**config.mk**
```make
export PLATFORM = sky130hd
export DESIGN_NAME = bcd_to_binary
export DESIGN_NICKNAME = d
export VERILOG_FILES = /design/src/rtl/bcd_to_binary_pkg.sv /design/src/rtl/bcd_digit_sub3.sv /design/src/rtl/bcd_to_binary.sv
export SDC_FILE = /design/constraint.sdc
export NUM_CORES = 1
export LEC_CHECK = 0
export CAP_MARGIN = 15
export CELL_PAD_IN_SITES_DETAIL_PLACEMENT = 1
export CELL_PAD_IN_SITES_GLOBAL_PLACEMENT = 2
export CORE_MARGIN = 2
export CORE_UTILIZATION = 34
export CTS_BUF_LIST = sky130_fd_sc_hd__clkbuf_8 sky130_fd_sc_hd__clkbuf_16
export CTS_CLUSTER_DIAMETER = 150
export DETAILED_ROUTE_END_ITERATION = 8
export GPL_ROUTABILITY_DRIVEN = 0
export PLACE_DENSITY = 0.87
export SLEW_MARGIN = 20
export SYNTH_ARGS = -nofsm -noshare
export SYNTH_HDL_FRONTEND = slang
export SYNTH_SLANG_ARGS = --single-unit
```
**constraint.sdc**
```tcl
create_clock -name clk -period 2.3 [get_ports clk]
set_input_delay 0.46 -clock clk [delete_from_list [all_inputs] [get_ports clk]]
set_output_delay 0.46 -clock clk [all_outputs]
set_load 0.05 [all_outputs]
```
**src/rtl/bcd_to_binary_pkg.sv**
```systemverilog
// Shared constants, FSM state type and digit check for the BCD-to-binary converter.
// Latency: none (declarations only).
// Backpressure: not applicable.
package bcd_pkg;

  localparam int           BCD_DIGIT_W   = 4;
  localparam logic [3:0]   BCD_MAX_DIGIT = 4'd9;
  localparam logic [3:0]   DD_THRESH     = 4'd8;
  localparam logic [3:0]   DD_CORR       = 4'd3;

  typedef enum logic [0:0] {
    IDLE  = 1'b0,
    SHIFT = 1'b1
  } state_t;

  // A nibble is a legal decimal digit only when it is 0..9.
  function automatic logic bcd_is_valid(input logic [BCD_DIGIT_W-1:0] nibble);
    return (nibble <= BCD_MAX_DIGIT);
  endfunction

endpackage

```
**src/rtl/bcd_digit_sub3.sv**
```systemverilog
// Reverse double-dabble correction cell: subtracts 3 from a nibble that is 8 or more.
// Latency: combinational.
// Backpressure: none; pure function of its input.
module bcd_digit_sub3
  import bcd_pkg::*;
(
  input  logic [BCD_DIGIT_W-1:0] din,
  output logic [BCD_DIGIT_W-1:0] dout
);

  // After a right shift a digit of 8+ came from a doubled tens carry; removing 3 restores decimal weight.
  always_comb begin
    dout = din;
    if (din >= DD_THRESH) begin
      dout = din - DD_CORR;
    end
  end

endmodule

```
**src/rtl/bcd_to_binary.sv**
```systemverilog
// Sequential BCD-to-binary converter (reverse double dabble), one shift-and-correct step per clock.
// Latency: BIN_W cycles from the accept edge to done; one conversion per BIN_W+1 cycles.
// Backpressure: start is only sampled in IDLE; requests while busy are dropped, not queued.
module bcd_to_binary
  import bcd_pkg::*;
#(
  parameter int DIGITS = 3,
  parameter int BIN_W  = 10
) (
  input  logic                          clk,
  input  logic                          rst_n,
  input  logic                          start,
  input  logic [BCD_DIGIT_W*DIGITS-1:0] bcd_in,
  output logic                          busy,
  output logic                          done,
  output logic [BIN_W-1:0]              binary_out,
  output logic                          err
);

  localparam int                BCD_W     = BCD_DIGIT_W * DIGITS;
  localparam int                CNT_W     = $clog2(BIN_W + 1);
  localparam logic [CNT_W-1:0]  LAST_STEP = CNT_W'(BIN_W - 1);

  state_t                   state_q;
  state_t                   state_d;
  logic [CNT_W-1:0]         cnt_q;
  logic [BCD_W-1:0]         bcd_sr;
  logic [BIN_W-1:0]         bin_sr;
  logic                     bad_digit;

  logic [BCD_W+BIN_W-1:0]   shifted;
  logic [BCD_W-1:0]         bcd_corr;
  logic                     in_bad;
  logic                     accept;
  logic                     step;
  logic                     last_step;

  // Whole working register moves right by one; the BCD LSB falls into the binary MSB.
  always_comb begin
    shifted = {bcd_sr, bin_sr} >> 1;
  end

  // One correction cell per digit, applied to the post-shift BCD field.
  generate
    for (genvar g = 0; g < DIGITS; g++) begin : g_digit
      bcd_digit_sub3 u_sub3 (
        .din  (shifted[BIN_W + g*BCD_DIGIT_W +: BCD_DIGIT_W]),
        .dout (bcd_corr[g*BCD_DIGIT_W +: BCD_DIGIT_W])
      );
    end
  endgenerate

  // Flag any input nibble above 9; latched at accept so the result can be rejected at the end.
  always_comb begin
    in_bad = 1'b0;
    for (int i = 0; i < DIGITS; i++) begin
      if (!bcd_is_valid(bcd_in[i*BCD_DIGIT_W +: BCD_DIGIT_W])) begin
        in_bad = 1'b1;
      end
    end
  end

  // FSM state register.
  always_ff @(posedge clk or negedge rst_n) begin
    if (!rst_n) begin
      state_q <= IDLE;
    end else begin
      state_q <= state_d;
    end
  end

  // FSM next state: a conversion always runs exactly BIN_W steps, valid input or not.
  always_comb begin
    state_d = state_q;
    case (state_q)
      IDLE:    if (start)              state_d = SHIFT;
      SHIFT:   if (cnt_q == LAST_STEP) state_d = IDLE;
      default:                         state_d = IDLE;
    endcase
  end

  // FSM outputs: per-cycle control strobes for the datapath and output registers.
  always_comb begin
    accept    = 1'b0;
    step      = 1'b0;
    last_step = 1'b0;
    case (state_q)
      IDLE: begin
        accept = start;
      end
      SHIFT: begin
        step      = 1'b1;
        last_step = (cnt_q == LAST_STEP);
      end
      default: begin
        accept = 1'b0;
      end
    endcase
  end

  // Working register and step counter: load on accept, shift-and-correct while stepping.
  always_ff @(posedge clk or negedge rst_n) begin
    if (!rst_n) begin
      bcd_sr    <= '0;
      bin_sr    <= '0;
      bad_digit <= 1'b0;
      cnt_q     <= '0;
    end else if (accept) begin
      bcd_sr    <= bcd_in;
      bin_sr    <= '0;
      bad_digit <= in_bad;
      cnt_q     <= '0;
    end else if (step) begin
      bcd_sr    <= bcd_corr;
      bin_sr    <= shifted[BIN_W-1:0];
      cnt_q     <= cnt_q + 1'b1;
    end
  end

  // Handshake and result registers; a nonzero BCD residual means the value did not fit in BIN_W.
  always_ff @(posedge clk or negedge rst_n) begin
    if (!rst_n) begin
      busy       <= 1'b0;
      done       <= 1'b0;
      binary_out <= '0;
      err        <= 1'b0;
    end else begin
      done <= last_step;
      if (accept) begin
        busy <= 1'b1;
      end else if (last_step) begin
        busy <= 1'b0;
      end
      if (last_step) begin
        if (bad_digit || (|bcd_corr)) begin
          binary_out <= '0;
          err        <= 1'b1;
        end else begin
          binary_out <= shifted[BIN_W-1:0];
          err        <= 1'b0;
        end
      end
    end
  end

endmodule

```
==> results of run 1 <==
==> power breakdown <==
part / internal [W] / leakage (nW) / switching (W)
clock: 0.000318 / 0.0593 / 0.000259
combinational: 0.000563 / 0.496 / 0.000804
sequential: 0.000984 / 0.513 / 0.000289
total: 0.00187 / 1.07 / 0.00135
==> path summary, 6_finish.rpt <==
kind	from	end	slack, ns	cells past startpoint
max	binary_out[8]	binary_out[8]	0.37	1
min	rst_n	bcd_sr[0]	0.07	1
max reg2reg	bcd_sr[1]	err	0.49	6
min reg2reg	cnt_q[3]	cnt_q[3]	0.48	1
max in group asynchronous	rst_n	bcd_sr[8]	1.56	2
min in group clk	cnt_q[3]	cnt_q[3]	0.48	1
==> per-layer routing <==
metal / vias up / part of all wire [%] / wire (µm)
met5: - / 0 / 0
met4: 0 / 1.2 / 51
met3: 6 / 3.1 / 134
met2: 27 / 49 / 2167
met1: 702 / 46 / 2026
li1: 729 / - / -
==> layout by cell type, fill, tap and decap left out <==
| cell | count |
|---|---|
| inv_2 | 1 |
| o21ai_0 | 17 |
| clkbuf_8 | 5 |
| bufinv_16 | 1 |
| xnor2_1 | 2 |
| nor4_1 | 1 |
| a31oi_1 | 1 |
| ha_1 | 6 |
| nor4_2 | 1 |
| o21a_1 | 1 |
| buf_4 | 7 |
| clkinv_2 | 1 |
| nand4_1 | 1 |
| clkdlybuf4s50_1 | 26 |
| a21o_1 | 1 |
| nand2_1 | 36 |
| o221a_2 | 2 |
| a211oi_1 | 4 |
| o31ai_1 | 1 |
| o31ai_2 | 10 |
| nand2b_1 | 14 |
| nor2b_1 | 6 |
| and4b_1 | 1 |
| xor2_1 | 3 |
| mux2i_1 | 9 |
| o31a_1 | 1 |
| mux2_2 | 1 |
| nand3_1 | 1 |
| dfrtp_1 | 40 |
| inv_1 | 7 |
| o211ai_1 | 1 |
| a22o_1 | 1 |
| buf_2 | 1 |
| nor2_1 | 4 |
| a21oi_1 | 8 |
| nand4b_1 | 2 |
==> flip-flops by register name, indices dropped and copies added, names as in the netlist, 4 cells and up <==
| name | cells |
|---|---|
| bin_sr | 9 |
| binary_out | 10 |
| bcd_sr | 12 |
| cnt_q | 4 |
==> through the flow <==
| stage | power (W) | instance area [µm²] | setup WS [ns] | hold slack [ns] | utilization, % |
|---|---|---|---|---|---|
| after global routing | 0.003490 | 2456 | 0.3194 | 0.07503 | 42.23 |
| after floorplan | 0.002276 | 2012 | 0.7173 | 0.1644 | - |
| after global placement | 0.002618 | 2349 | 0.5400 | 0.3880 | 40.38 |
| after detailed placement | 0.002687 | 2349 | 0.4979 | 0.3973 | 40.38 |
| after CTS | 0.003269 | 2456 | 0.3556 | 0.07024 | 42.23 |
| final | 0.003218 | 2456 | 0.3719 | 0.06684 | 42.23 |
==> cell type report <==
cell class | count | area share (%)
Sequential cell | 40 | 40.75
Multi-Input combinational cell | 136 | 37.04
Timing Repair Buffer | 34 | 12.94
Tap cell | 75 | 3.821
Clock buffer | 5 | 2.802
Clock inverter | 3 | 1.579
Inverter | 7 | 1.070
==> cell families after synthesis <==
| logic type | Yosys count | synth area share [%] |
|---|---|---|
| compound gates | 48 | 17.72 |
| xor+xnor | 5 | 2.177 |
| fa+ha+maj | 6 | 3.731 |
| buf+inv | 21 | 5.037 |
| flops | 40 | 49.75 |
| mux | 10 | 5.037 |
| simple gates | 67 | 16.54 |
==> results.ini, run 1 <==
[synthesis]
syn_area_um2 = 2012
async_flop_share_pct = 100.0
yosysMostFrequentCell = dfrtp_1
synth_cell_types = 35
yosysTopAreaCell = dfrtp_1
ys_top_cells_by_count = dfrtp_1 (40), nand2_1 (36), o21ai_0 (17)
avgSynthCellArea_um2 = 10.21
synth-edff-count = 0
ys_seq_area_share_pct = 49.75
synth_top_area_share_pct = 49.75
syn_nets = 218
synth_ff_type = dfrtp_1
postSynthCellCount = 197
yosys_warnings = 0
synth_seq_cells = 40
synth_area_leaders = dfrtp_1 (50%), nand2_1 (6.7%), o31ai_2 (6.2%)

[power_and_ir_drop]
p_leak_nw = 1.069
vdd_drop_max_mv = 0.4354
p_per_area_nw_per_um2 = 1310

[clock_tree]
clkSinkCount = 40
worstSkewPairLatency_ns = 0.30
cts_root_buffer = clkbuf_8
htree_levels = 2
cts_setup_buffers = 0
clockBufferDepth = 2
clk_pin_slew_ns = 0.09
cts-resized-gates = 0
numCtsBuffers = 5
hold_buffers = 0
cts_tree = yes

[grt]
grt_util_met3_pct = 4.111
grt_pass1_vias = 1537
busiest_layer = met2
grtUsageMet2_pct = 26.28
grt_usage_pct = 15.06
met1_usage_pct = 18.05
antenna_found_initial = 0
grt_pass1_wl_um = 7403
grt_overflow = 0
grt_max_degree = 26

[floorplan]
die_area_um2 = 6549
num_rows = 28
pin_count = 28
core_area_um2 = 5816
dieHeight_um = 80.93
die_w_um = 80.93
start_util_pct = 34.60

[cells_and_area]
area_growth_pct = 22.08
fillers = 681
final_nets = 245
multi_input_area_um2 = 909.6
seq_area_um2 = 1001
antenna_cells = 0
stdcell_count = 300
drive_above_1_share_pct = 13.33

[detailed_routing]
detail_route.wl_per_cell_um = 14.60
drcViolationCount = 0
totalWireLength_um = 4379
vias = 1464
drtPass1Iterations = 4
drt_iter0_drc = 42
drtAntennaViolNets = 0
avgViaCountPerCell = 4.880

[timing]
setup_viol = 0
slew_viol_final = 0
max-slew-margin-rel_pct = 60.97
fin_skew_ns = 0.006504
min_period_ns = 1.928
worst_slew_pin_slew_ns = 0.5854
rsz0062_at_grt = false
timing.fmax_mhz = 518.6
tns_ns = 0
final_hold_viol_count = 0
fin_crit_sh_pct = 83.83

[outcome]
status = finished, final reports clean

[hold_path]
hold_path.class = in -> async

[placed_design]
io_buffers = 27
numPlacedInstances = 292
dp_hpwl_um = 3228

[setup_path]
worstPathCellList = clkdlybuf4s50_1
crit_buf_inv = 1
critPathArrivalTime_ns = 1.47
crit_path_top_delay_cell = clkdlybuf4s50_1
crit_path_end_kind = output port
start_kind = flip-flop
cp.required_ns = 1.84
critPathMaxStageDelay_ns = 0.80
worstPathMaxFanout = 2
critPathKind = reg -> out
critical-path-top-delay-family = buffers and inverters

[job]
maxCapViolCount = 0

No activity file was read; power rests on OpenSTA's default activity.
==> run 2, diff against run 1 <==
clock period = 1.99 ns   (was 2.3 ns; I/O delays follow)
==> run 2 against run 1 <==
Effect of this change: non-clock buffer count increased by 3; global-route usage barely moved; total power grew 25%; critical path depth did not move; die area stayed put; clock skew is 0.0022 ns lower; core utilization increased by 1.3 points; clock power up 61%; sequential cell count stayed put; hold slack improved by 0.093 ns; via count up 3.0%; largest cell class unchanged; highest routed layer unchanged.
==> results.ini, run 2 (synthesis results as in run 1) <==
[outcome]
status = finished, final reports clean  ; unchanged

[cells_and_area]
largest_reg_flops = 12  ; unchanged
regMostFlops = bcd_sr  ; unchanged
final_common_cell = dfrtp_1  ; unchanged
area_growth_pct = 25.75  ; was 22.08%
final_nets = 248  ; was 245
antenna_cells = 0  ; unchanged
reg_top3 = bcd_sr (12), binary_out (10), bin_sr (9)  ; unchanged
most-common-layout-cells = dfrtp_1 (40), nand2_1 (36), clkdlybuf4s50_1 (26)  ; unchanged
drive_above_1_share_pct = 14.91  ; was 13.33%

[placed_design]
dp_slack_ns = 0.1935  ; was 0.4979 ns
dp_hpwl_um = 3060  ; was 3228 µm
io_buffers = 27  ; unchanged

[detailed_routing]
drt-met1-wl_um = 2011  ; was 2026 µm
drt_iter0_drc = 43  ; was 42
drtAntennaViolNets = 0  ; unchanged
drtPass1Iterations = 4  ; unchanged
route.met3.wl_um = 152  ; was 134 µm
totalWireLength_um = 4387  ; was 4379 µm
avgViaCountPerCell = 4.977  ; was 4.880
drcViolationCount = 0  ; unchanged
vias = 1508  ; was 1464
dr.max_layer_used = met4  ; unchanged
wl_met2_um = 2156  ; was 2167 µm
detail_route.wl_per_cell_um = 14.48  ; was 14.60 µm

[power_and_ir_drop]
p_sw_share_pct = 39.26  ; was 42.03%
p_per_area_nw_per_um2 = 1595  ; was 1310 nW/µm²
cellInternalPower_w = 0.002452  ; was 0.001865 W
p_leak_nw = 1.102  ; was 1.069 nW
pwr-share-comb_pct = 41.4  ; was 42.5%
p_switching_w = 0.001585  ; was 0.001352 W
p_clk_share_pct = 23.0  ; was 17.9%
vdd_drop_max_mv = 0.5388  ; was 0.4354 mV
pwr-share-seq_pct = 35.5  ; was 39.6%

[grt]
grt_max_degree = 41  ; was 26
antenna_found_initial = 0  ; unchanged
grt_usage_pct = 15.06  ; about the same
grt_pass1_vias = 1559  ; was 1537
grt_pass1_wl_um = 7458  ; was 7403 µm
grt_overflow = 0  ; unchanged

[setup_path]
critPathKind = reg -> out  ; unchanged
worstPathCellList = clkdlybuf4s50_1  ; unchanged
crit_path_end_kind = output port  ; unchanged
start_kind = flip-flop  ; unchanged
crit_buf_inv = 1  ; unchanged
critPathMaxStageDelay_ns = 0.81  ; was 0.80 ns
reg2reg_slack_ns = 0.19  ; was 0.49 ns
crit_path_top_delay_cell = clkdlybuf4s50_1  ; unchanged
critPathArrivalTime_ns = 1.48  ; was 1.47 ns
cp.required_ns = 1.59  ; was 1.84 ns
worstPathMaxFanout = 2  ; unchanged
critical-path-top-delay-family = buffers and inverters  ; unchanged

[timing]
max-slew-margin-rel_pct = 60.26  ; was 60.97%
rsz0062_at_grt = false  ; unchanged
slew_viol_final = 0  ; unchanged
setup_viol = 0  ; unchanged
setup_ws_ns = 0.1124  ; was 0.3719 ns
worst_slew_pin_slew_ns = 0.5961  ; was 0.5854 ns
tns_ns = 0  ; unchanged
fin_skew_ns = 0.004318  ; was 0.006504 ns
final_hold_viol_count = 0  ; unchanged
fin_crit_sh_pct = 94.35
timing.fmax_mhz = 532.6
min_period_ns = 1.878

[floorplan]
die_area_um2 = 6549  ; unchanged
start_util_pct = 34.60  ; unchanged
die_w_um = 80.93  ; unchanged
dieHeight_um = 80.93  ; unchanged
num_rows = 28  ; unchanged
core_area_um2 = 5816  ; unchanged
pin_count = 28  ; unchanged

[clock_tree]
cts_root_buffer = clkbuf_8  ; unchanged
cts_tree = yes  ; unchanged
hold_buffers = 0  ; unchanged
cts-resized-gates = 0  ; unchanged
numCtsBuffers = 5  ; unchanged
htree_levels = 2  ; unchanged
clockBufferDepth = 2  ; unchanged
clkSinkCount = 40  ; unchanged
clk_pin_slew_ns = 0.08  ; was 0.09 ns
cts_setup_buffers = 0  ; unchanged
worstSkewPairLatency_ns = 0.30  ; about the same

[hold_path]
hold_path.class = in -> async  ; unchanged

[job]
maxCapViolCount = 0  ; unchanged

run 2: cell types whose count changed in the layout (fill, tap and decap cells not counted):
cell       delta
inv_1         -1
clkinv_2      -1
buf_4         +3
bufinv_16     +2
run 2: through the flow:
| stage | power, W | instance area (µm²) | utilization, % | cells | hold WS [ns] |
|---|---|---|---|---|---|
| after global placement | 0.003070 | 2371 | 40.77 | 295 | 0.4677 |
| after CTS | 0.004101 | 2530 | 43.50 | 303 | 0.1737 |
| after floorplan | 0.002630 | 2012 | - | 197 | 0.1024 |
| after detailed placement | 0.003138 | 2371 | 40.77 | 295 | 0.4726 |
| final | 0.004036 | 2530 | 43.50 | 303 | 0.1600 |
| after global routing | 0.004326 | 2530 | 43.50 | 303 | 0.2033 |
run 2: final cells by class:
class,instances,area (µm²)
Clock buffer,5,68.82
Inverter,7,26.28
Clock inverter,3,90.09
Fill cell,666,3286
Tap cell,75,93.84
Timing Repair Buffer,37,340.3
Multi-Input combinational cell,136,909.6
Sequential cell,40,1001
run 2: metal layers:
metal | track usage (%) | vias up
li1 | - | 734
met1 | 18.18 | 738
met2 | 25.87 | 30
met3 | 3.778 | 6
met4 | 5.593 | 0
met5 | 0 | -
run 2: path summary, 6_finish.rpt:
check                      startpoint             to  depth (start not counted)
max                               err            err                          1
min                             rst_n  binary_out[2]                          2
max reg2reg                 bcd_sr[5]            err                          5
min reg2reg                  cnt_q[3]       cnt_q[3]                          1
max in group asynchronous       rst_n      bcd_sr[1]                          2
min in group clk             cnt_q[3]       cnt_q[3]                          1
run 2: power by group through the flow:
stage	combinational, W	sequential [W]	clock [W]
2_1_floorplan	0.000989	0.00164	0
3_3_place_gp	0.00163	0.00144	0
3_5_place_dp	0.00168	0.00145	0
4_1_cts	0.00171	0.00144	0.000951
5_1_grt	0.00185	0.00149	0.000985
6_report	0.00167	0.00143	0.000930
